## config.mk

```make
export PLATFORM = sky130hd
export DESIGN_NAME = psx_pad_poller
export DESIGN_NICKNAME = d
export VERILOG_FILES = /design/src/rtl/psx_pad_poller.sv
export SDC_FILE = /design/constraint.sdc
export NUM_CORES = 1
export LEC_CHECK = 0
export CAP_MARGIN = 20
export CORE_ASPECT_RATIO = 0.6
export CORE_MARGIN = 2
export CORE_UTILIZATION = 60
export CTS_CLUSTER_DIAMETER = 200
export DETAILED_ROUTE_END_ITERATION = 12
export PLACE_DENSITY = 0.86
export SLEW_MARGIN = 0
export SYNTH_ARGS = -nofsm -noshare
export SYNTH_HDL_FRONTEND = slang
export SYNTH_SLANG_ARGS = --single-unit
```

## constraint.sdc

```tcl
create_clock -name ACLK -period 5.7 [get_ports ACLK]
set_input_delay 1.425 -clock ACLK [delete_from_list [all_inputs] [get_ports ACLK]]
set_output_delay 1.425 -clock ACLK [all_outputs]
set_load 0.02 [all_outputs]
```

## src/rtl/psx_pad_poller.sv

```systemverilog
// psx_pad_poller: PlayStation pad poll engine (ATT/CLK/CMD/DAT/ACK) producing button, ID and stick words.
// Define PSX_ANALOG_EN for 9-byte analog frames; otherwise 5-byte digital frames with analog tied to 0.
module psx_pad_poller #(
  parameter int CLK_DIV     = 200,
  parameter int POLL_PERIOD = 1666667,
  parameter int ATT_SETUP   = 2000,
  parameter int ACK_TIMEOUT = 1000
) (
  input  logic        ACLK,
  input  logic        ARESET,
  input  logic        poll_en,
  output logic        busy,
  output logic [15:0] buttons,
  output logic [7:0]  pad_id,
  output logic [31:0] analog,
  output logic        frame_valid,
  output logic        change,
  output logic        err,
  output logic        psx_att,
  output logic        psx_clk,
  output logic        psx_cmd,
  input  logic        psx_dat,
  input  logic        psx_ack
);
`ifdef PSX_ANALOG_EN
  localparam int NB = 9;
`else
  localparam int NB = 5;
`endif
  localparam int FW = (NB - 1) * 8;
  localparam int RW = (NB - 2) * 8;
  localparam int M1 = (ATT_SETUP > 2 * CLK_DIV) ? ATT_SETUP : 2 * CLK_DIV;
  localparam int CMAX = (M1 > ACK_TIMEOUT) ? M1 : ACK_TIMEOUT;
  localparam int CW = $clog2(CMAX + 1);
  localparam int TW = $clog2(POLL_PERIOD + 1);
  localparam logic [2:0] IDLE = 3'd0, SETUP = 3'd1, SHIFT = 3'd2, ACK_WAIT = 3'd3, GAP = 3'd4, ABORT = 3'd5;
  logic [2:0] state;
  logic [1:0] dat_q, ack_q;
  logic dat_s, ack_s;
  logic [TW-1:0] timer;
  logic pend, expire, start;
  logic [CW-1:0] cnt;
  logic [2:0] bit_idx;
  logic [3:0] byte_idx;
  logic [7:0] sr, cur_cmd;
  logic [RW-1:0] rx;
  logic [FW-1:0] frame;
  logic [15:0] new_buttons;
  logic hdr_ok;
  assign dat_s = dat_q[1];
  assign ack_s = ack_q[1];
  assign busy = ~psx_att;
  assign expire = timer == TW'(POLL_PERIOD - 1);
  assign start = state == IDLE && poll_en && (expire || pend);
  assign cur_cmd = byte_idx == 4'd0 ? 8'h01 : byte_idx == 4'd1 ? 8'h42 : 8'h00;
  // frame holds reply bytes 1..NB-1, byte 1 in the low octet
  assign frame = {sr, rx};
  assign hdr_ok = frame[15:8] == 8'h5A;
  assign new_buttons = ~frame[31:16];
  always_ff @(posedge ACLK or posedge ARESET)
    if (ARESET) begin
      dat_q <= 2'b11;
      ack_q <= 2'b11;
      timer <= '0;
      pend  <= 1'b0;
    end else begin
      dat_q <= {dat_q[0], psx_dat};
      ack_q <= {ack_q[0], psx_ack};
      timer <= (start || expire) ? '0 : timer + TW'(1);
      pend  <= !start && (pend || expire) && !(state == IDLE && !poll_en);
    end
  always_ff @(posedge ACLK or posedge ARESET)
    if (ARESET) begin
      state       <= IDLE;
      cnt         <= '0;
      bit_idx     <= '0;
      byte_idx    <= '0;
      sr          <= '0;
      rx          <= '0;
      psx_att     <= 1'b1;
      psx_clk     <= 1'b1;
      psx_cmd     <= 1'b1;
      buttons     <= '0;
      pad_id      <= '0;
      analog      <= '0;
      frame_valid <= 1'b0;
      change      <= 1'b0;
      err         <= 1'b0;
    end else begin
      frame_valid <= 1'b0;
      change      <= 1'b0;
      err         <= 1'b0;
      cnt         <= cnt + CW'(1);
      case (state)
        IDLE: if (start) begin
          state    <= SETUP;
          psx_att  <= 1'b0;
          cnt      <= '0;
          byte_idx <= '0;
        end
        SETUP: if (cnt == CW'(ATT_SETUP - 1)) begin
          state   <= SHIFT;
          psx_clk <= 1'b0;
          psx_cmd <= cur_cmd[0];
          cnt     <= '0;
          bit_idx <= '0;
        end
        SHIFT: begin
          if (cnt == CW'(CLK_DIV - 1)) begin
            psx_clk <= 1'b1;
            sr      <= {dat_s, sr[7:1]};
          end
          if (cnt == CW'(2 * CLK_DIV - 1)) begin
            cnt <= '0;
            if (bit_idx != 3'd7) begin
              bit_idx <= bit_idx + 3'd1;
              psx_clk <= 1'b0;
              psx_cmd <= cur_cmd[bit_idx + 3'd1];
            end else begin
              rx      <= frame[FW-1:8];
              psx_cmd <= 1'b1;
              if (byte_idx == 4'(NB - 1)) begin
                state   <= IDLE;
                psx_att <= 1'b1;
                if (hdr_ok) begin
                  frame_valid <= 1'b1;
                  change      <= new_buttons != buttons;
                  buttons     <= new_buttons;
                  pad_id      <= frame[7:0];
`ifdef PSX_ANALOG_EN
                  analog      <= frame[63:32];
`endif
                end else err <= 1'b1;
              end else state <= ACK_WAIT;
            end
          end
        end
        ACK_WAIT: if (!ack_s) begin
          state <= GAP;
          cnt   <= '0;
        end else if (cnt == CW'(ACK_TIMEOUT - 1)) begin
          state <= ABORT;
          err   <= 1'b1;
        end
        GAP: if (cnt == CW'(CLK_DIV - 1)) begin
          // every command byte after the first starts with a 0 bit
          state    <= SHIFT;
          byte_idx <= byte_idx + 4'd1;
          bit_idx  <= '0;
          psx_clk  <= 1'b0;
          psx_cmd  <= 1'b0;
          cnt      <= '0;
        end
        ABORT: begin
          state   <= IDLE;
          psx_att <= 1'b1;
        end
        default: state <= IDLE;
      endcase
    end
endmodule
```

==> results of run 1 <==
[final timing paths]
| check | startpoint | endpoint | slack [ns] |
|---|---|---|---|
| max | poll_en | cnt[1] | 2.37 |
| min | ack_q[0] | ack_q[1] | 0.36 |
| max reg2reg | state[1] | buttons[15] | 2.49 |
| min reg2reg | ack_q[0] | ack_q[1] | 0.36 |
| max in group asynchronous | ARESET | buttons[9] | 3.08 |
| min in group asynchronous | ARESET | byte_idx[1] | 1.65 |
[metrics by stage]
| stage | instance area [um^2] | total power, uW | setup WS, ns | hold WS, ns |
|---|---|---|---|---|
| detailed placement | 5595 | 828.8 | 2.017 | 0.3523 |
| global placement | 5595 | 828.1 | 2.108 | 0.3535 |
| CTS | 5897 | 1451 | 2.392 | 0.3620 |
| global route | 5897 | 1485 | 2.169 | 0.3635 |
| floorplan | 5418 | 837.5 | 1.413 | 0.3452 |
| finish | 5897 | 1441 | 2.369 | 0.3615 |
[power by group]
| group | leakage, uW | switching (uW) | internal (uW) |
|---|---|---|---|
| Combinational | 0.00129 | 34.0 | 3.10 |
| Sequential | 0.00145 | 0.645 | 776 |
| Clock | 0.000152 | 276 | 352 |
[sequential cells by signal, summed over array words and instances, names as in the netlist, 2 cells and up]
signal and cells:
rx 24, timer 21, buttons 16, cnt 11, pad_id 8, sr 8
byte_idx 4, bit_idx 3, state 3, ack_q 2, dat_q 2
[worst reg2reg max path, cell delays in order (launching register included)]
cell and delay [ns]:
dfrtp_1 0.67, nor3b_1 0.65, nand2_1 0.35, nor2_8 0.45
nand3_2 0.56, nand2_1 0.25, o21ai_0 0.12
[area by class of cell]
class                           count  area [um^2]
Sequential cell                   109         2736
Fill cell                         630         2659
Multi-Input combinational cell    357         2317
Timing Repair Buffer               37        365.4
Clock buffer                       10        239.0
Tap cell                          112        140.1
Clock inverter                      6        62.56
Inverter                            9        36.28
[cells by family (layout without fill, tap and decap cells)]
group | Yosys count | in the layout | share of synthesized area
multiplexers | 36 | 36 | 0.07600
flip-flops | 109 | 109 | 0.5162
adder cells (fa/ha/maj) | 8 | 8 | 0.01888
AND/OR/NAND/NOR | 188 | 188 | 0.1846
other | 1 | 32 | 0.0007074
buffers and inverters | 57 | 62 | 0.06868
XOR/XNOR | 45 | 45 | 0.07435
AO/OA/AOI/OAI | 48 | 48 | 0.06066
[routing by layer]
metal / up-vias / GRT usage
met4: 0 / 0.04333
met5: - / 0
met2: 101 / 0.3364
met3: 10 / 0.06909
met1: 1713 / 0.3077
li1: 1679 / -
[layout by cell type, fill, tap and decap left out, drive strengths merged, types with 14 or more instances in the layout]
master / synthesis / final
dfrtp: 102 / 102
nand2: 60 / 60
nor2: 50 / 50
clkdlybuf4s50: 0 / 35
mux2: 34 / 34
xor2: 33 / 33
conb: 1 / 32
o21ai: 18 / 18
nand3: 16 / 16
nand4: 14 / 14
==> qor.txt, run 1 <==
Outcome = finished clean
Largest net degree at the start of global routing = 80
Root Buffer = clkbuf_16
DP HPWL = 6.719 mm
Final Skew = 0.007449 ns
Initial antenna violation count = 0
Routed wire length per instance = 15.25 um
Via count = 3503
Max cap viols = 0
Yosys warns = 32
Synth top area share = 0.4815
1st-pass router iterations = 5
Vias/cell = 5.473
Required @ worst endpoint = 5.89 ns
Fin util = 0.6892
CTS tree = done
Final Cycle Share = 0.5845
FFs w/ async S/R, synth = 1.000
All-Layer GR Usage = 0.2178
Maximum vdd drop = 0.1592 mV
Routed Antenna Nets = 0
Core area = 8556 um^2
Routed met3 length = 560 um
Routed WL = 9.761 mm
Hold depth = 0
Post-Route M1 WL = 4.718 mm
Residual DRC = 0
Setup CP Type = input port to register
Slew Viols, Final = 0
Static leakage = 0.002894 uW
Top cells by area, synth = dfrtp_1 (48%), mux2_2 (7.2%), xor2_1 (5.5%), buf_4 (5.0%), nand2_1 (4.2%)
Dpl cells = 624
Critical Path End Type = register
Power Dens Cells = 244.4 nW/um^2
EDFF count, synth = 0
Worst path top cell family by delay = compound AO/OA/AOI/OAI gates
CTS Buf Count = 9
Routability cong. = 0.8239
Post-synth top cells = dfrtp_1 (102), nand2_1 (59), nor2_1 (39), buf_4 (35), mux2_2 (34)
Netlist cell types = 60
Area grow syn2layout = 11.23%
Crit Path Max Fanout = 11
First-pass GRT wire length = 16.61 mm
Achievable Freq = 300.2 MHz
Post-layout min period = 3.331 ns
TritonCTS Sinks = 109
Sequential element share of the synthesized area = 0.5162
Most used DFF post-synth = dfrtp_1
Avg Inst Size Synth = 10.78 um^2
Die Ht = 76.81 um
Cell count after synthesis = 492
Worst setup SP type = input port
Max-Slew Margin vs Limit = 0.1865
Stages on the worst setup path = 6
Hold buffers post-CTS = 0
RSZ-0062 raised after global routing = no
Nets@finish = 536
Initial Util = 0.6196
# rows = 26
Sum of negative setup slack = 0 ns
Num ports = 68
Worst-path clk slew = 0.07 ns
Number of global-route vias before repair = 3416
Max Used Layer = met4
Synthesized cell area = 5301 um^2
Reg2Reg Depth = 6
Resized Gates After CTS = 0
# Post-CTS Setup Buffers = 0
CTS max path bufs = 2
Final hold violations = 0
Skew-Pair Late Insertion Delay = 0.35 ns
# diodes = 0
Yosys reg bits = 109
Most frequent cell after synthesis = dfrtp_1
Worst Path Arrival = 3.52 ns
Die Wd = 125.4 um
CP max stage cell = a221oi_2
Wire length on met2 = 4.408 mm
Total grt overflow = 0
Number of setup violations in the final report = 0
H-Tree Depth = 3
Worst-path cell chain = clkdlybuf4s50_1, inv_1, o31ai_1, nand2_2, a221oi_2, nor2b_1
Non-filler cells, final = 640
Worst-margin pin slew = 1.220 ns
DR iter-0 viols = 182
Largest stage delay, worst path = 0.90 ns
Worst Hold Class = register to register
Critical path buffers and inverters = 2
Share of layout cells above drive strength 1 = 0.1496
I/O Buffers = 35
Full die area = 9628 um^2
Synth area leader = dfrtp_1
(Power assumes the default switching activity.)
==> run 2: changes to the inputs <==
--- a/config.mk
+++ b/config.mk
@@ -8,10 +8,10 @@
 export CAP_MARGIN = 20
 export CORE_ASPECT_RATIO = 0.6
 export CORE_MARGIN = 2
-export CORE_UTILIZATION = 60
+export CORE_UTILIZATION = 50
 export CTS_CLUSTER_DIAMETER = 200
 export DETAILED_ROUTE_END_ITERATION = 12
-export PLACE_DENSITY = 0.86
+export PLACE_DENSITY = 0.76
 export SLEW_MARGIN = 0
 export SYNTH_ARGS = -nofsm -noshare
 export SYNTH_HDL_FRONTEND = slang
==> constraint.sdc (replaced) <==
create_clock -name ACLK -period 2.9 [get_ports ACLK]
set_input_delay 0.725 -clock ACLK [delete_from_list [all_inputs] [get_ports ACLK]]
set_output_delay 0.725 -clock ACLK [all_outputs]
set_load 0.02 [all_outputs]
==> qor.txt, run 2 (synthesis gave the netlist of run 1 again) <==
Outcome = finished clean (unchanged)
Initial Util = 0.5073 (was 0.6196)
RR Startpoint = cnt[4] (was state[1])
Static leakage = 0.002904 uW (was 0.002894 uW)
Power Dens Cells = 477.4 nW/um^2 (was 244.4 nW/um^2)
Biggest register = rx (unchanged)
Hold Crit Endpoint = ack_q[1] (unchanged)
CTS tree = done (unchanged)
Die Wd = 136.9 um (was 125.4 um)
H-Tree Depth = 3 (unchanged)
# Post-CTS Setup Buffers = 0 (unchanged)
Total grt overflow = 0 (unchanged)
R2R Path End = buttons[12] (was buttons[15])
Die Ht = 83.76 um (was 76.81 um)
Worst-path cell chain = or4_4, or4_4, nor2_8, and3_1, nor2_1, a21oi_1 (was clkdlybuf4s50_1, inv_1, o31ai_1, nand2_2, a221oi_2, nor2b_1)
Area grow syn2layout = 12.65% (was 11.23%)
Num ports = 68 (unchanged)
Largest stage delay, worst path = 0.58 ns (was 0.90 ns)
Most common cell after layout, fill and taps aside = dfrtp_1 (unchanged)
CP max stage cell = or4_4 (was a221oi_2)
# rows = 29 (was 26)
Sum of negative setup slack = 0 ns (unchanged)
Required @ worst endpoint = 3.18 ns (was 5.89 ns)
Final hold violations = 0 (unchanged)
Core area = 10450 um^2 (was 8556 um^2)
Routed wire length per instance = 14.92 um (was 15.25 um)
Routed WL = 10.01 mm (was 9.761 mm)
CTS max path bufs = 2 (unchanged)
Number of setup violations in the final report = 0 (unchanged)
Worst setup SP type = register (was input port)
Skew-Pair Late Insertion Delay = 0.36 ns (was 0.35 ns)
Largest net degree at the start of global routing = 110 (was 80)
DR iter-0 viols = 273 (was 182)
Routability cong. = 0.8329 (was 0.8239)
Nets@finish = 540 (was 536)
Hold buffers post-CTS = 0 (unchanged)
Routed Antenna Nets = 0 (unchanged)
CTS Buf Count = 9 (unchanged)
Crit Path Max Fanout = 16 (was 11)
Most frequent cells in the layout = dfrtp_1 (102), nand2_1 (59), nor2_1 (39), clkdlybuf4s50_1 (35), mux2_2 (34) (unchanged)
Dpl cell area = 5673 um^2 (was 5595 um^2)
Reg-to-reg slack, setup = 0.35 ns (was 2.49 ns)
Share of layout cells above drive strength 1 = 0.1541 (was 0.1496)
Slew Viols, Final = 0 (unchanged)
Most numerous cell on the critical path = or4_4
All-Layer GR Usage = 0.1905 (was 0.2178)
Vias/cell = 5.215 (was 5.473)
Post-route cell area = 5972 um^2 (was 5897 um^2)
Post-layout min period = 2.551 ns
Worst Path Arrival = 2.83 ns (was 3.52 ns)
Critical path buffers and inverters = 0 (was 2)
Final Skew = 0.006717 ns (was 0.007449 ns)
Final Cycle Share = 0.8796
RSZ-0062 raised after global routing = no (unchanged)
Worst Hold Launch = ack_q[0] (unchanged)
Via count = 3499 (was 3503)
Resized Gates After CTS = 0 (unchanged)
Number of global-route vias before repair = 3314 (was 3416)
Number of flip-flops in the largest register = 24 (unchanged)
Residual DRC = 0 (unchanged)
I/O Buffers = 35 (unchanged)
Worst-path clk slew = 0.07 ns (about the same)
Max-Slew Margin vs Limit = 0.6243 (was 0.1865)
Setup CP Type = register to register (was input port to register)
# diodes = 0 (unchanged)
TritonCTS Sinks = 109 (unchanged)
1st-pass router iterations = 4 (was 5)
DP HPWL = 7.122 mm (was 6.719 mm)
Root Buffer = clkbuf_16 (unchanged)
First-pass GRT wire length = 16.91 mm (was 16.61 mm)
Stages on the worst setup path = 6 (unchanged)
Maximum vdd drop = 0.5449 mV (was 0.1592 mV)
Worst path top cell family by delay = simple AND/OR/NAND/NOR gates (was compound AO/OA/AOI/OAI gates)
Initial antenna violation count = 0 (unchanged)
Full die area = 11470 um^2 (was 9628 um^2)
Achievable Freq = 392.0 MHz
Max cap viols = 0 (unchanged)
Critical Path End Type = register (unchanged)
Largest registers = rx (24), timer (21), buttons (16) (unchanged)
Worst-margin pin slew = 0.5636 ns (was 1.220 ns)
Hold depth = 0 (unchanged)
Reg2Reg Depth = 6 (unchanged)
Worst Hold Class = register to register (unchanged)
run 2: per-stage QoR:
| step | setup WS (ns) | utilization | cells | total power, uW | hold WS [ns] |
|---|---|---|---|---|---|
| 2_1_floorplan | 0.5949 | - | 523 | 1646 | 0.3452 |
| 3_3_place_gp | 0.4287 | 0.5429 | 655 | 1631 | 0.3480 |
| 3_5_place_dp | 0.3761 | 0.5429 | 655 | 1632 | 0.3494 |
| 4_1_cts | 0.3557 | 0.5715 | 671 | 2877 | 0.3596 |
| 5_1_grt | 0.1652 | 0.5715 | 671 | 2956 | 0.3661 |
| 6_report | 0.3490 | 0.5715 | 671 | 2851 | 0.3579 |
run 2: layout make-up:
cell class / instances / area, um^2
fill: 863 / 4478
sequential: 109 / 2736
multi-input combinational: 357 / 2317
timing repair buffer: 41 / 407.9
clock buffer: 10 / 229.0
tap: 139 / 173.9
clock inverter: 6 / 70.07
inverter: 9 / 37.54
run 2: worst register-to-register path, cell delays in order, from the launching register on:
cell,delay (ns)
dfrtp_1,0.45
or4_4,0.58
or4_4,0.57
nor2_8,0.11
and3_1,0.53
nor2_1,0.10
a21oi_1,0.14
run 2: report_power, final:
| part | internal (uW) | switching, uW | leakage (uW) |
|---|---|---|---|
| clock network | 678 | 572 | 0.000141 |
| registers | 1520 | 1.60 | 0.00145 |
| logic | 8.04 | 66.7 | 0.00131 |
| total | 2210 | 641 | 0.00290 |
run 2: how the worst max path moves through the flow:
stage                       start     endpoint
final                      cnt[4]  buttons[12]
after global routing       cnt[0]       cnt[1]
after CTS                  cnt[4]  buttons[12]
after detailed placement   cnt[4]  buttons[12]
after global placement    poll_en       cnt[1]
after floorplan            cnt[4]        rx[0]
run 2: layer usage:
metal	up-vias	part of all wire	track usage
met4	0	0.0068	0.03093
met1	1712	0.49	0.2866
met5	-	0	0
met3	7	0.052	0.05647
met2	81	0.45	0.2773
li1	1699	-	-
